`src/rtl/cfg_pkg.sv`:
```
// cfg_pkg: shared state encoding, default sizing and parameter checks for the config chain sequencer
// Contents: state_t (sequencer FSM states), DEF_* default sizes,
//           beats_per_word() chain steps per config word,
//           cfg_params_ok() divisibility rules for a legal configuration.
package cfg_pkg;
  localparam int DEF_NUM_COLS  = 4;
  localparam int DEF_WORD_W    = 32;
  localparam int DEF_CHAIN_LEN = 256;
  typedef enum logic [2:0] {
    ST_IDLE   = 3'd0,
    ST_FETCH  = 3'd1,
    ST_SHIFT  = 3'd2,
    ST_SET    = 3'd3,
    ST_FINISH = 3'd4
  } state_t;
  function automatic int beats_per_word(input int word_w, input int num_cols);
    return word_w / num_cols;
  endfunction
  function automatic bit cfg_params_ok(input int num_cols, input int word_w, input int chain_len);
    return num_cols > 0 && word_w >= num_cols && word_w % num_cols == 0 &&
           chain_len > 0 && chain_len % (word_w / num_cols) == 0;
  endfunction
endpackage

```
`src/rtl/cfg_word_serializer.sv`:
```
// cfg_word_serializer: holds one config word and presents it NUM_COLS bits per beat, LSB first
// Ports: clk, rst_n     clock, asynchronous active-low reset
//        load, data     capture a new word and restart at beat 0 (wins over advance)
//        advance        move to the next beat
//        bits           current beat's slice of the word
//        last_beat      current beat is the final slice of the word
module cfg_word_serializer
  import cfg_pkg::*;
#(
  parameter int NUM_COLS = DEF_NUM_COLS,
  parameter int WORD_W   = DEF_WORD_W
) (
  input  logic                clk,
  input  logic                rst_n,
  input  logic                load,
  input  logic [WORD_W-1:0]   data,
  input  logic                advance,
  output logic [NUM_COLS-1:0] bits,
  output logic                last_beat
);
  localparam int BEATS_PER_WORD = beats_per_word(WORD_W, NUM_COLS);
  localparam int BW = BEATS_PER_WORD > 1 ? $clog2(BEATS_PER_WORD) : 1;
  logic [WORD_W-1:0] r_buf;
  logic [BW-1:0]     r_beat;
  assign last_beat = r_beat == BW'(BEATS_PER_WORD - 1);
  assign bits      = r_buf[r_beat*NUM_COLS +: NUM_COLS];
  always_ff @(posedge clk or negedge rst_n)
    if (!rst_n) begin
      r_buf  <= '0;
      r_beat <= '0;
    end else if (load) begin
      r_buf  <= data;
      r_beat <= '0;
    end else if (advance)
      r_beat <= last_beat ? '0 : r_beat + 1'b1;
endmodule

```
`src/rtl/cfg_chain_sequencer.sv`:
```
// cfg_chain_sequencer: streams Wishbone config words into the per-column CLB configuration chains
// Ports: clk, rst_n               clock, asynchronous active-low reset
//        start, abort, col_mask   begin a load on the masked columns / cancel a load
//        word_valid/ready/data    config word stream, accepted on valid && ready
//        cen, shift_out, set_out  per-column chain enable, serial bit and commit strobe (registered)
//        busy, done, aborted      status: not idle / load complete pulse / load cancelled pulse
//        steps_done               shift steps completed in the current or last load
module cfg_chain_sequencer
  import cfg_pkg::*;
#(
  parameter int NUM_COLS  = DEF_NUM_COLS,
  parameter int WORD_W    = DEF_WORD_W,
  parameter int CHAIN_LEN = DEF_CHAIN_LEN,
  parameter int CNT_W     = $clog2(CHAIN_LEN + 1)
) (
  input  logic                clk,
  input  logic                rst_n,
  input  logic                start,
  input  logic                abort,
  input  logic [NUM_COLS-1:0] col_mask,
  input  logic                word_valid,
  input  logic [WORD_W-1:0]   word_data,
  output logic                word_ready,
  output logic [NUM_COLS-1:0] cen,
  output logic [NUM_COLS-1:0] shift_out,
  output logic [NUM_COLS-1:0] set_out,
  output logic                busy,
  output logic                done,
  output logic                aborted,
  output logic [CNT_W-1:0]    steps_done
);
  if (!cfg_params_ok(NUM_COLS, WORD_W, CHAIN_LEN)) begin : g_bad_params
    $error("cfg_chain_sequencer: WORD_W must be a multiple of NUM_COLS and CHAIN_LEN a multiple of WORD_W/NUM_COLS");
  end
  state_t              r_state, w_next;
  logic [NUM_COLS-1:0] r_mask, r_cen, r_shift, r_set, w_bits;
  logic [CNT_W-1:0]    r_steps;
  logic                r_done, r_aborted, r_busy;
  logic                w_last_beat, w_last_step, w_hs, w_abort, w_step, w_set;
  cfg_word_serializer #(.NUM_COLS(NUM_COLS), .WORD_W(WORD_W)) u_ser (
    .clk      (clk),
    .rst_n    (rst_n),
    .load     (w_hs),
    .data     (word_data),
    .advance  (w_step),
    .bits     (w_bits),
    .last_beat(w_last_beat)
  );
  assign w_last_step = r_steps == CNT_W'(CHAIN_LEN - 1);
  // Prefetch: ask for the next word during the final beat so back-to-back words shift without a bubble.
  assign word_ready  = r_state == ST_FETCH || (r_state == ST_SHIFT && w_last_beat && !w_last_step);
  // A word accepted in the same cycle as abort still loads the buffer; the FSM simply discards it.
  assign w_hs        = word_valid && word_ready;
  assign w_abort     = abort && (r_state == ST_FETCH || r_state == ST_SHIFT || r_state == ST_SET);
  assign w_step      = r_state == ST_SHIFT && !abort;
  assign w_set       = r_state == ST_SET && !abort;
  always_comb
    w_next = r_state == ST_IDLE  ? (start ? (col_mask == '0 ? ST_FINISH : ST_FETCH) : ST_IDLE) :
             w_abort             ? ST_IDLE :
             r_state == ST_FETCH ? (w_hs ? ST_SHIFT : ST_FETCH) :
             r_state == ST_SHIFT ? (w_last_step ? ST_SET : (w_last_beat && !w_hs) ? ST_FETCH : ST_SHIFT) :
             r_state == ST_SET   ? ST_FINISH : ST_IDLE;
  always_ff @(posedge clk or negedge rst_n)
    if (!rst_n) begin
      r_state   <= ST_IDLE;
      r_mask    <= '0;
      r_steps   <= '0;
      r_cen     <= '0;
      r_shift   <= '0;
      r_set     <= '0;
      r_done    <= 1'b0;
      r_aborted <= 1'b0;
      r_busy    <= 1'b0;
    end else begin
      r_state   <= w_next;
      if (r_state == ST_IDLE && start) begin
        r_mask  <= col_mask;
        r_steps <= '0;
      end else if (w_step)
        r_steps <= r_steps + 1'b1;
      // Chain outputs register the action of the current state, so they trail the FSM by one cycle.
      r_cen     <= (w_step || w_set) ? r_mask : '0;
      r_shift   <= w_step ? (w_bits & r_mask) : '0;
      r_set     <= w_set ? r_mask : '0;
      r_done    <= r_state == ST_FINISH;
      r_aborted <= w_abort;
      r_busy    <= w_next != ST_IDLE;
    end
  assign cen        = r_cen;
  assign shift_out  = r_shift;
  assign set_out    = r_set;
  assign busy       = r_busy;
  assign done       = r_done;
  assign aborted    = r_aborted;
  assign steps_done = r_steps;
endmodule
```
`config.mk`:
```
export PLATFORM = sky130hd
export DESIGN_NAME = cfg_chain_sequencer
export DESIGN_NICKNAME = d
export VERILOG_FILES = /design/src/rtl/cfg_pkg.sv /design/src/rtl/cfg_word_serializer.sv /design/src/rtl/cfg_chain_sequencer.sv
export SDC_FILE = /design/constraint.sdc
export NUM_CORES = 1
export LEC_CHECK = 0
export CORE_ASPECT_RATIO = 2
export CORE_MARGIN = 3
export CORE_UTILIZATION = 56
export CTS_BUF_LIST = sky130_fd_sc_hd__clkbuf_8
export CTS_CLUSTER_DIAMETER = 120
export CTS_CLUSTER_SIZE = 8
export DETAILED_ROUTE_END_ITERATION = 16
export PLACE_DENSITY = 0.89
export RECOVER_POWER = 100
export SYNTH_ARGS = -nofsm -noshare
export SYNTH_HDL_FRONTEND = slang
export SYNTH_SLANG_ARGS = --single-unit
```
`constraint.sdc`:
```
create_clock -name clk -period 3.81 [get_ports clk]
set_clock_uncertainty 0.05 [all_clocks]
set_input_delay 0.381 -clock clk [delete_from_list [all_inputs] [get_ports clk]]
set_output_delay 0.381 -clock clk [all_outputs]
set_load 0.1 [all_outputs]
```
==> results of run 1 <==
==> registers in the layout, indices dropped and copies added (netlist names), 3 cells and up <==
name / count
r_state: 3
steps_done: 9
u_ser.r_buf: 32
set_out: 4
u_ser.r_beat: 3
r_mask: 4
shift_out: 4
cen: 4
==> final timing paths <==
kind | startpoint | end | cells past startpoint
setup / recovery | u_ser.r_beat[1] | word_ready | 5
hold / removal | rst_n | u_ser.r_buf[15] | 1
setup reg to reg | u_ser.r_beat[1] | u_ser.r_buf[4] | 6
hold reg to reg | r_mask[3] | r_mask[3] | 2
max in group asynchronous | rst_n | u_ser.r_buf[13] | 2
min in group clk | r_mask[3] | r_mask[3] | 2
==> Yosys cell counts (2+ instances only) <==
| cell | instances | area (um2) |
|---|---|---|
| dfrtp_1 | 66 | 1650 |
| mux2_2 | 40 | 450 |
| nand2_1 | 18 | 67.6 |
| and2_1 | 8 | 50.1 |
| o21ai_0 | 8 | 40.0 |
| a21oi_1 | 7 | 35.0 |
| clkbuf_1 | 7 | 26.3 |
| nand3_1 | 5 | 25.0 |
| nor2_1 | 5 | 18.8 |
| nor3_1 | 5 | 25.0 |
| ha_1 | 4 | 50.1 |
| mux4_2 | 4 | 90.1 |
| o22ai_1 | 4 | 25.0 |
| or3_1 | 4 | 25.0 |
| buf_2 | 3 | 15.0 |
| mux2i_1 | 3 | 30.0 |
| nor2b_1 | 3 | 18.8 |
| nor4b_1 | 3 | 26.3 |
| or4_1 | 3 | 22.5 |
| a22oi_1 | 2 | 15.0 |
| inv_1 | 2 | 7.51 |
| nor3b_1 | 2 | 15.0 |
| o31ai_1 | 2 | 15.0 |
==> power groups by stage <==
stage | Sequential (W) | Clock (W) | Combinational, W
final | 0.00101 | 0.000492 | 0.000553
after global routing | 0.00103 | 0.000529 | 0.000599
after CTS | 0.00101 | 0.000501 | 0.000565
after detailed placement | 0.00102 | 0 | 0.000560
after global placement | 0.00101 | 0 | 0.000542
after floorplan | 0.00103 | 0 | 0.000366
==> metal layers <==
metal | track usage | up-vias | routed length, um | share of wire
met5 | 0 | - | 0 | 0
met4 | 0.123 | 0 | 179 | 0.029
met3 | 0.0490 | 15 | 341 | 0.055
met2 | 0.397 | 99 | 3600 | 0.58
met1 | 0.230 | 1044 | 2110 | 0.34
li1 | - | 959 | - | -
==> per-stage QoR <==
stage / cells / util
2_1_floorplan: 228 / -
3_3_place_gp: 341 / 0.727
3_5_place_dp: 341 / 0.727
4_1_cts: 357 / 0.760
5_1_grt: 357 / 0.758
6_report: 357 / 0.758
==> logic make-up after synthesis <==
group	Yosys count
fa+ha+maj	4
simple gates	66
compound gates	31
mux	47
flops	66
buf+inv	14
==> final cells by class <==
cell class,instances,area (um2)
inverter,2,7.51
sequential,66,1650
clock inverter,6,26.3
timing repair buffer,68,664
clock buffer,10,138
tap,57,71.3
multi-input combinational,148,1200
fill,332,1200
==> worst max-delay path, cell delays in order, from the launching register on <==
cell and delay [ps]:
dfrtp_1 720, ha_1 260, ha_1 210, and4bb_2 250, o21ba_2 180, buf_4 300
==> impl_metrics.prom, run 1 <==
# TYPE chip_impl_metric gauge
chip_impl_metric{name="drt-initial-drc-count",unit=""} 82
chip_impl_metric{name="post-route-period-util",unit=""} 0.707
chip_impl_metric{name="count_of_inserted_antenna_diode_cells",unit=""} 0
chip_impl_metric{name="ir_drop_worst_vdd",unit="mV"} 0.521
chip_impl_metric{name="cell_count_after_synthesis",unit=""} 228
chip_impl_metric{name="count_of_state_elements_after_synthesis",unit=""} 66
chip_impl_info{name="grt_setup_unrepaired",value="no"} 1
chip_impl_metric{name="final_layout_size_suffix_gt1_frac",unit=""} 0.223
chip_impl_metric{name="net_count_of_the_finished_layout",unit=""} 340
chip_impl_metric{name="fin_total_pwr",unit="W"} 0.00205
chip_impl_metric{name="insertion_delay_of_the_later_clocked_pin_in_the_worst_skew_pair",unit="ps"} 340
chip_impl_metric{name="grt_start_max_net_pins",unit=""} 38
chip_impl_metric{name="port-buffer-count",unit=""} 65
chip_impl_metric{name="dp.final_hpwl",unit="um"} 4450
chip_impl_metric{name="hold_ws",unit="ps"} 359
chip_impl_metric{name="numCtsBuffers",unit=""} 9
chip_impl_info{name="cts.root.buffer_cell",value="clkbuf_8"} 1
chip_impl_metric{name="layout_min_cycle_time",unit="ps"} 2690
chip_impl_metric{name="postPlaceCellArea",unit="um2"} 3600
chip_impl_info{name="cts_tree",value="built"} 1
chip_impl_metric{name="site_row_count",unit=""} 36
chip_impl_metric{name="worstPathRequired",unit="ps"} 3380
chip_impl_info{name="hp-class",value="input port to async pin"} 1
chip_impl_metric{name="ys_warn_count",unit=""} 0
chip_impl_info{name="outcome",value="finished with violations"} 1
chip_impl_metric{name="post_cts_resized",unit=""} 0
chip_impl_metric{name="avgRoutedWirePerCell",unit="um"} 17.5
chip_impl_metric{name="first_pass_iteration_count_of_the_detailed_router",unit=""} 4
chip_impl_metric{name="synth_sequential_area_ratio",unit=""} 0.567
chip_impl_metric{name="netlist-cell-type-count",unit=""} 43
chip_impl_metric{name="async_flop_share",unit=""} 1.00
chip_impl_metric{name="drt.antenna.violating_nets",unit=""} 0
chip_impl_metric{name="path_max_fanout",unit=""} 14
chip_impl_metric{name="synth_enable_flop_cells",unit=""} 0
chip_impl_metric{name="cap_viol_max_count",unit=""} 1
chip_impl_metric{name="power_frac_seq",unit=""} 0.491
chip_impl_metric{name="synth-compound-area-share",unit=""} 0.0662
chip_impl_metric{name="grt_util_all_layers",unit=""} 0.220
chip_impl_metric{name="final_setup_fails",unit=""} 0
chip_impl_metric{name="muxShareOfSynthArea",unit=""} 0.196
chip_impl_info{name="most-common-layout-cells",value="dfrtp_1, mux2_2, clkdlybuf4s50_1"} 1
chip_impl_metric{name="cp.arrival",unit="ps"} 2260
chip_impl_metric{name="design.portCount",unit=""} 66
chip_impl_info{name="leading_cell_type_in_the_layout_fill_and_taps_excluded",value="dfrtp_1"} 1
chip_impl_metric{name="postSynthNetCount",unit=""} 273
chip_impl_metric{name="worst-slew-pin-transition",unit="ps"} 1530
chip_impl_info{name="synth_top_family_by_area",value="multiplexers"} 1
chip_impl_metric{name="final-hold-violation-count",unit=""} 0
chip_impl_metric{name="cts_hold_buffers",unit=""} 0
chip_impl_metric{name="finalWorstSetupSlack",unit="ps"} 1120
chip_impl_metric{name="max-clock-path-buffers",unit=""} 2
chip_impl_metric{name="sw_frac_of_total",unit=""} 0.306
chip_impl_metric{name="synthSimpleGateAreaFrac",unit=""} 0.131
chip_impl_metric{name="die_width",unit="um"} 57.0
chip_impl_metric{name="p_clk_frac",unit=""} 0.240
chip_impl_info{name="ys_dominant_reg_cell",value="dfrtp_1"} 1
chip_impl_info{name="endpoint_kind",value="primary output"} 1
chip_impl_metric{name="post_cts_repair_setup_buffers",unit=""} 0
chip_impl_metric{name="maxSlewHeadroom",unit=""} -0.0219
chip_impl_metric{name="fmaxAchievable",unit="GHz"} 0.371
chip_impl_info{name="violations",value="capacitance limit, slew limit"} 1
chip_impl_metric{name="fin_tns_setup",unit="ps"} 0
chip_impl_metric{name="post-route-drc-count",unit=""} 0
chip_impl_metric{name="worst_setup_hold_path_clk_slew",unit="ps"} 70
chip_impl_metric{name="die_height",unit="um"} 108
chip_impl_metric{name="worst-r2r-setup-slack",unit="ps"} 1320
chip_impl_metric{name="slew_viol_final",unit=""} 31
chip_impl_metric{name="final_standard_cell_area_without_fillers",unit="um2"} 3760
chip_impl_metric{name="first_global_vias",unit=""} 2283
chip_impl_metric{name="route.detailed.vias_per_inst",unit=""} 5.93
chip_impl_metric{name="wire_length_of_the_first_global_routing_pass",unit="um"} 10300
chip_impl_metric{name="power.static_leakage",unit="nW"} 1.68
chip_impl_metric{name="clock_sinks",unit=""} 66
chip_impl_metric{name="post-place-ws",unit="ps"} 1380
chip_impl_metric{name="layout-area-overhead-vs-synth",unit="%"} 29.1
chip_impl_metric{name="share_comb_of_total_power",unit=""} 0.270
chip_impl_metric{name="power_density",unit="nW/um2"} 546
chip_impl_info{name="timing_worst_setup_path_type",value="flop to primary output"} 1
chip_impl_metric{name="antenna_found_initial",unit=""} 0
chip_impl_metric{name="htree_levels",unit=""} 3
chip_impl_metric{name="syn-cell-area",unit="um2"} 2910
chip_impl_metric{name="core-area",unit="um2"} 4950
chip_impl_metric{name="gp_congestion",unit=""} 0.764
chip_impl_metric{name="floorplan.initialDensity",unit=""} 0.588
chip_impl_metric{name="synth_area_per_cell",unit="um2"} 12.8
chip_impl_metric{name="dr_total_vias",unit=""} 2117
chip_impl_metric{name="die_area",unit="um2"} 6150
chip_impl_info{name="cp-start-kind",value="flop"} 1
chip_impl_metric{name="synthesized_area_fraction_occupied_by_adder_cells",unit=""} 0.0172
chip_impl_metric{name="gr-total-overflow",unit=""} 0
chip_impl_metric{name="synth_xor_area_frac",unit=""} 0
chip_impl_metric{name="netSwitchingPower",unit="W"} 0.000628
chip_impl_metric{name="power_report.internal_total",unit="W"} 0.00142
chip_impl_metric{name="wirelength",unit="um"} 6230
Power figures use the tool's default switching activity.
==> run 2: changes to the inputs <==
Settings changed: CORE_UTILIZATION 56 to 47, PLACE_DENSITY 0.89 to 0.79.
Clock period 3.81 ns to 2.3 ns, I/O delays scaled along.
==> impl_metrics.prom, run 2 (synthesized netlist as in run 1, its figures left out) <==
# TYPE chip_impl_metric gauge
chip_impl_metric{name="grt_util_all_layers",unit=""} 0.204
chip_impl_metric{name="dp.final_hpwl",unit="um"} 4720
chip_impl_info{name="cts.root.buffer_cell",value="clkbuf_8"} 1
chip_impl_metric{name="drt-initial-drc-count",unit=""} 81
chip_impl_info{name="leading_cell_type_in_the_layout_fill_and_taps_excluded",value="dfrtp_1"} 1
chip_impl_metric{name="worst-slew-pin-transition",unit="ps"} 1170
chip_impl_metric{name="wirelength",unit="um"} 7220
chip_impl_info{name="outcome",value="finished with violations"} 1
chip_impl_metric{name="wire_length_of_the_first_global_routing_pass",unit="um"} 10800
chip_impl_metric{name="cap_viol_max_count",unit=""} 0
chip_impl_metric{name="first_global_vias",unit=""} 2353
chip_impl_metric{name="crit_path_max_incr_delay",unit="ps"} 450
chip_impl_metric{name="die_width",unit="um"} 61.7
chip_impl_info{name="cpMaxStageDelayCell",value="dfrtp_4"} 1
chip_impl_metric{name="final_util",unit=""} 0.679
chip_impl_metric{name="gr-total-overflow",unit=""} 0
chip_impl_metric{name="count_of_inserted_antenna_diode_cells",unit=""} 0
chip_impl_metric{name="clock_sinks",unit=""} 66
chip_impl_metric{name="power.static_leakage",unit="nW"} 1.84
chip_impl_metric{name="antenna_found_initial",unit=""} 0
chip_impl_metric{name="maxSlewHeadroom",unit=""} 0.221
chip_impl_info{name="timing_worst_setup_path_type",value="flop to flop"} 1
chip_impl_metric{name="dr_total_vias",unit=""} 2244
chip_impl_metric{name="fin_total_pwr",unit="W"} 0.00374
chip_impl_metric{name="finalWorstSetupSlack",unit="ps"} -41.2
chip_impl_metric{name="first_pass_iteration_count_of_the_detailed_router",unit=""} 4
chip_impl_info{name="endpoint_kind",value="flop"} 1
chip_impl_metric{name="drt.antenna.violating_nets",unit=""} 0
chip_impl_metric{name="worst_setup_hold_path_clk_slew",unit="ps"} 70
chip_impl_metric{name="layout-area-overhead-vs-synth",unit="%"} 40.1
chip_impl_metric{name="final_layout_size_suffix_gt1_frac",unit=""} 0.351
chip_impl_metric{name="route.detailed.vias_per_inst",unit=""} 5.74
chip_impl_metric{name="avgRoutedWirePerCell",unit="um"} 18.5
chip_impl_metric{name="gp_congestion",unit=""} 0.799
chip_impl_info{name="grt_setup_unrepaired",value="yes"} 1
chip_impl_metric{name="ir_drop_worst_vdd",unit="mV"} 0.496
chip_impl_metric{name="htree_levels",unit=""} 3
chip_impl_metric{name="insertion_delay_of_the_later_clocked_pin_in_the_worst_skew_pair",unit="ps"} 360
chip_impl_metric{name="die_height",unit="um"} 117
chip_impl_metric{name="layout_min_cycle_time",unit="ps"} 2340
chip_impl_metric{name="design.portCount",unit=""} 66
chip_impl_metric{name="grt_start_max_net_pins",unit=""} 37
chip_impl_metric{name="power_density",unit="nW/um2"} 917
chip_impl_info{name="crit_path_cell_trace",value="ha_4 -> nand3_2 -> nor2_2 -> ha_2 -> and4bb_2 -> buf_6 -> o21ai_4 -> clkbuf_16 -> mux2_4"} 1
chip_impl_metric{name="port-buffer-count",unit=""} 65
chip_impl_info{name="hp-class",value="input port to async pin"} 1
chip_impl_info{name="most-common-layout-cells",value="dfrtp_1, clkdlybuf4s50_1, buf_4"} 1
chip_impl_info{name="cts_tree",value="built"} 1
chip_impl_metric{name="post-route-drc-count",unit=""} 0
chip_impl_metric{name="fmaxAchievable",unit="GHz"} 0.427
chip_impl_info{name="cp-start-kind",value="flop"} 1
chip_impl_metric{name="post-route-period-util",unit=""} 1.02
chip_impl_info{name="largest_register",value="u_ser.r_buf"} 1
chip_impl_metric{name="net_count_of_the_finished_layout",unit=""} 369
chip_impl_metric{name="numCtsBuffers",unit=""} 9
chip_impl_metric{name="path_max_fanout",unit=""} 8
chip_impl_metric{name="worstPathRequired",unit="ps"} 2490
chip_impl_metric{name="floorplan.initialDensity",unit=""} 0.485
chip_impl_metric{name="site_row_count",unit=""} 40
chip_impl_metric{name="max-clock-path-buffers",unit=""} 2
chip_impl_info{name="violations",value="setup timing"} 1
chip_impl_metric{name="slew_viol_final",unit=""} 0
chip_impl_metric{name="final_setup_fails",unit=""} 22
chip_impl_metric{name="core-area",unit="um2"} 6010
chip_impl_metric{name="final-hold-violation-count",unit=""} 0
chip_impl_metric{name="number_of_flip_flops_in_the_largest_register",unit=""} 32
chip_impl_metric{name="die_area",unit="um2"} 7230
chip_impl_metric{name="cp.arrival",unit="ps"} 2530
[run 2: path summary, 6_finish.rpt]
kind                                 start              end  slack, ps  depth (start not counted)
max                          steps_done[1]  u_ser.r_buf[18]        -40                          9
min                                  rst_n  u_ser.r_buf[12]        390                          2
max reg2reg                  steps_done[1]  u_ser.r_buf[18]        -40                          9
min reg2reg                u_ser.r_buf[12]  u_ser.r_buf[12]        450                          1
max in group asynchronous            rst_n    steps_done[3]        350                          3
min in group clk               col_mask[1]        r_mask[1]        400                          3
[run 2: through the flow]
| stage | setup WS [ps] | hold WS (ps) | setup TNS [ps] | instance area (um2) | std cells |
|---|---|---|---|---|---|
| final | -41.2 | 387 | -659 | 4080 | 391 |
| after global routing | -78.6 | 410 | -1850 | 4080 | 391 |
| after CTS | 14.0 | 250 | 0 | 3960 | 378 |
| after detailed placement | 137 | 103 | 0 | 3710 | 357 |
| after global placement | 186 | 96.9 | 0 | 3710 | 357 |
| after floorplan | -15.5 | -116 | -411 | 2980 | 228 |
[run 2: per-layer routing]
layer,track usage,vias up,share of wire
li1,-,1021,-
met1,0.210,1116,0.34
met2,0.350,78,0.58
met3,0.0441,29,0.041
met4,0.121,0,0.040
met5,0,-,0
[run 2: final cells by class]
type                            instances  area [um2]
Timing Repair Buffer                   97         803
Sequential cell                        66        1680
Inverter                                2        7.51
Tap cell                               63        78.8
Multi-Input combinational cell        148        1330
Clock inverter                          5        47.5
Fill cell                             457        1930
Clock buffer                           10         138
[run 2: report_power, final]
part	internal (W)	switching, W	leakage, nW
combinational	0.000651	0.000507	0.914
clock	0.000512	0.000417	0.105
sequential	0.00147	0.000184	0.821
[run 2: critical path: cells and delay by family, from the launching register on]
family / cells / cell delay [ps]
and+or+nand+nor: 3 / 460
buffers and inverters: 2 / 360
DFF: 1 / 450
AOI/OAI and AO/OA: 1 / 260
adders and majority gates: 2 / 330
muxes: 1 / 300
[run 2: what timing repair did]
action,CTS,global route
hold buffers,1,0
setup endpoints to repair,1,33
endpoints found under the hold margin,11,0
buffers inserted,5,10
pin swaps,3,1
gates resized for setup,2,24
gates cloned,0,3
==> run 3: changes to the inputs <==
Settings changed: MAX_ROUTING_LAYER from default to met4.
==> impl_metrics.prom, run 3 (synthesized netlist as in run 1, its figures left out) <==
# TYPE chip_impl_metric gauge
chip_impl_metric{name="final_setup_fails",unit=""} 22
chip_impl_metric{name="finalWorstSetupSlack",unit="ps"} -37.3
chip_impl_metric{name="post-route-period-util",unit=""} 1.02
chip_impl_metric{name="sw_frac_of_total",unit=""} 0.297
chip_impl_metric{name="netSwitchingPower",unit="W"} 0.00111
chip_impl_info{name="largest_register",value="u_ser.r_buf"} 1
chip_impl_metric{name="grt_start_max_net_pins",unit=""} 37
chip_impl_metric{name="htree_levels",unit=""} 3
chip_impl_metric{name="design.portCount",unit=""} 66
chip_impl_metric{name="site_row_count",unit=""} 40
chip_impl_metric{name="core-area",unit="um2"} 6010
chip_impl_metric{name="share_comb_of_total_power",unit=""} 0.310
chip_impl_metric{name="placedCellCount",unit=""} 357
chip_impl_metric{name="die_height",unit="um"} 117
chip_impl_metric{name="post-route-drc-count",unit=""} 0
chip_impl_metric{name="worst_setup_hold_path_clk_slew",unit="ps"} 70
chip_impl_info{name="grt_setup_unrepaired",value="yes"} 1
chip_impl_metric{name="post-place-ws",unit="ps"} 137
chip_impl_info{name="worst_r2r_endpoint",value="u_ser.r_buf[4]"} 1
chip_impl_metric{name="final_layout_size_suffix_gt1_frac",unit=""} 0.351
chip_impl_info{name="outcome",value="finished with violations"} 1
chip_impl_metric{name="slew_viol_final",unit=""} 0
chip_impl_metric{name="wire_length_of_the_first_global_routing_pass",unit="um"} 10800
chip_impl_metric{name="gr-total-overflow",unit=""} 0
chip_impl_metric{name="layout_min_cycle_time",unit="ps"} 2340
chip_impl_metric{name="number_of_flip_flops_in_the_largest_register",unit=""} 32
chip_impl_metric{name="grt_util_all_layers",unit=""} 0.210
chip_impl_metric{name="first_pass_iteration_count_of_the_detailed_router",unit=""} 4
chip_impl_metric{name="fin_cells",unit=""} 391
chip_impl_metric{name="net_count_of_the_finished_layout",unit=""} 369
chip_impl_metric{name="numCtsBuffers",unit=""} 9
chip_impl_info{name="violations",value="setup timing"} 1
chip_impl_info{name="endpoint_kind",value="flop"} 1
chip_impl_metric{name="power_report.internal_total",unit="W"} 0.00263
chip_impl_metric{name="ir_drop_worst_vdd",unit="mV"} 0.498
chip_impl_metric{name="filler_cell_count",unit=""} 457
chip_impl_metric{name="p_clk_frac",unit=""} 0.249
chip_impl_metric{name="first_global_vias",unit=""} 2352
chip_impl_metric{name="wirelength",unit="um"} 7240
chip_impl_metric{name="dr_total_vias",unit=""} 2246
chip_impl_metric{name="antenna_found_initial",unit=""} 0
chip_impl_metric{name="power_frac_seq",unit=""} 0.442
chip_impl_metric{name="worst-slew-pin-transition",unit="ps"} 1170
chip_impl_metric{name="port-buffer-count",unit=""} 65
chip_impl_metric{name="insertion_delay_of_the_later_clocked_pin_in_the_worst_skew_pair",unit="ps"} 360
chip_impl_metric{name="worstPathRequired",unit="ps"} 2500
chip_impl_metric{name="fmaxAchievable",unit="GHz"} 0.428
chip_impl_metric{name="fin_total_pwr",unit="W"} 0.00374
chip_impl_metric{name="dp.final_hpwl",unit="um"} 4720
chip_impl_metric{name="route.detailed.vias_per_inst",unit=""} 5.74
chip_impl_metric{name="floorplan.initialDensity",unit=""} 0.485
chip_impl_info{name="reg2reg_from",value="steps_done[1]"} 1
chip_impl_info{name="cts_tree",value="built"} 1
chip_impl_metric{name="drt-initial-drc-count",unit=""} 96
chip_impl_info{name="cts.root.buffer_cell",value="clkbuf_8"} 1
chip_impl_metric{name="power.static_leakage",unit="nW"} 1.84
chip_impl_metric{name="avgRoutedWirePerCell",unit="um"} 18.5
chip_impl_metric{name="worst-r2r-setup-slack",unit="ps"} -40
chip_impl_metric{name="max-clock-path-buffers",unit=""} 2
chip_impl_info{name="cp-start-kind",value="flop"} 1
chip_impl_metric{name="final-hold-violation-count",unit=""} 0
chip_impl_metric{name="reg2reg_depth",unit=""} 9
chip_impl_metric{name="power_density",unit="nW/um2"} 918
chip_impl_info{name="timing_worst_setup_path_type",value="flop to flop"} 1
chip_impl_info{name="hp-class",value="input port to async pin"} 1
chip_impl_metric{name="die_width",unit="um"} 61.7
chip_impl_metric{name="layout-area-overhead-vs-synth",unit="%"} 40.1
chip_impl_metric{name="clock_sinks",unit=""} 66
chip_impl_metric{name="maxSlewHeadroom",unit=""} 0.221
chip_impl_metric{name="count_of_inserted_antenna_diode_cells",unit=""} 0
chip_impl_metric{name="path_max_fanout",unit=""} 8
chip_impl_metric{name="gp_congestion",unit=""} 0.811
chip_impl_metric{name="die_area",unit="um2"} 7230
chip_impl_info{name="leading_cell_type_in_the_layout_fill_and_taps_excluded",value="dfrtp_1"} 1
chip_impl_metric{name="cp.arrival",unit="ps"} 2530
chip_impl_metric{name="drt.antenna.violating_nets",unit=""} 0
chip_impl_metric{name="cap_viol_max_count",unit=""} 0
chip_impl_info{name="most-common-layout-cells",value="dfrtp_1, clkdlybuf4s50_1, buf_4"} 1
-- run 3: cell counts in the layout (fill, tap and decap cells not counted) --
No cell type changed its count.
-- run 3: worst max path at each step --
stage	slack (ps)	end	cells past startpoint	startpoint
floorplan	-20	u_ser.r_buf[10]	8	steps_done[0]
global placement	190	u_ser.r_buf[14]	8	steps_done[0]
detailed placement	140	u_ser.r_buf[15]	8	steps_done[0]
CTS	10	word_ready	7	steps_done[1]
global route	-80	u_ser.r_buf[1]	9	steps_done[1]
finish	-40	u_ser.r_buf[4]	9	steps_done[1]
-- run 3: per-stage QoR --
stage | hold slack (ps) | TNS [ps] | area [um2] | util
global placement | 96.9 | 0 | 3710 | 0.619
detailed placement | 103 | 0 | 3710 | 0.619
CTS | 250 | 0 | 3960 | 0.659
floorplan | -116 | -411 | 2980 | -
global route | 408 | -1930 | 4080 | 0.679
finish | 382 | -592 | 4080 | 0.679
-- run 3: final cells by class --
class                      count  area (um2)  share of cell area
clock buffer                  10         138              0.0338
clock inverter                 5        47.5              0.0117
inverter                       2        7.51             0.00184
multi-input combinational    148        1330               0.325
sequential                    66        1680               0.411
tap                           63        78.8              0.0193
timing repair buffer          97         803               0.197
-- run 3: critical path, stage by stage (launching register included) --
cell and delay, ps:
dfrtp_4 450, ha_4 150, nand3_2 80, nor2_2 120, ha_2 180, and4bb_2 260, buf_6 120, o21ai_4 260
clkbuf_16 220, mux2_2 330
-- run 3: power by group through the flow --
| stage | Combinational [W] | Clock (W) | Sequential (W) |
|---|---|---|---|
| floorplan | 0.000620 | 0 | 0.00172 |
| global placement | 0.000986 | 0 | 0.00163 |
| detailed placement | 0.00101 | 0 | 0.00166 |
| CTS | 0.00103 | 0.000947 | 0.00163 |
| global route | 0.00125 | 0.000992 | 0.00169 |
| finish | 0.00116 | 0.000932 | 0.00165 |
-- run 3: layer usage --
metal	part of all wire	vias up	global-route usage
li1	-	1018	-
met1	0.34	1126	0.214
met2	0.58	76	0.350
met3	0.038	26	0.0407
met4	0.040	0	0.125
met5	0	-	-
-- run 3: timing repair --
action                                  CTS  global route
endpoints found under the setup margin    1            33
setup buffers                             5            10
gates cloned                              0             3
hold endpoints to repair                 11             0
hold buffers                              1             0
pin swaps                                 3             1
gates resized for setup                   2            24
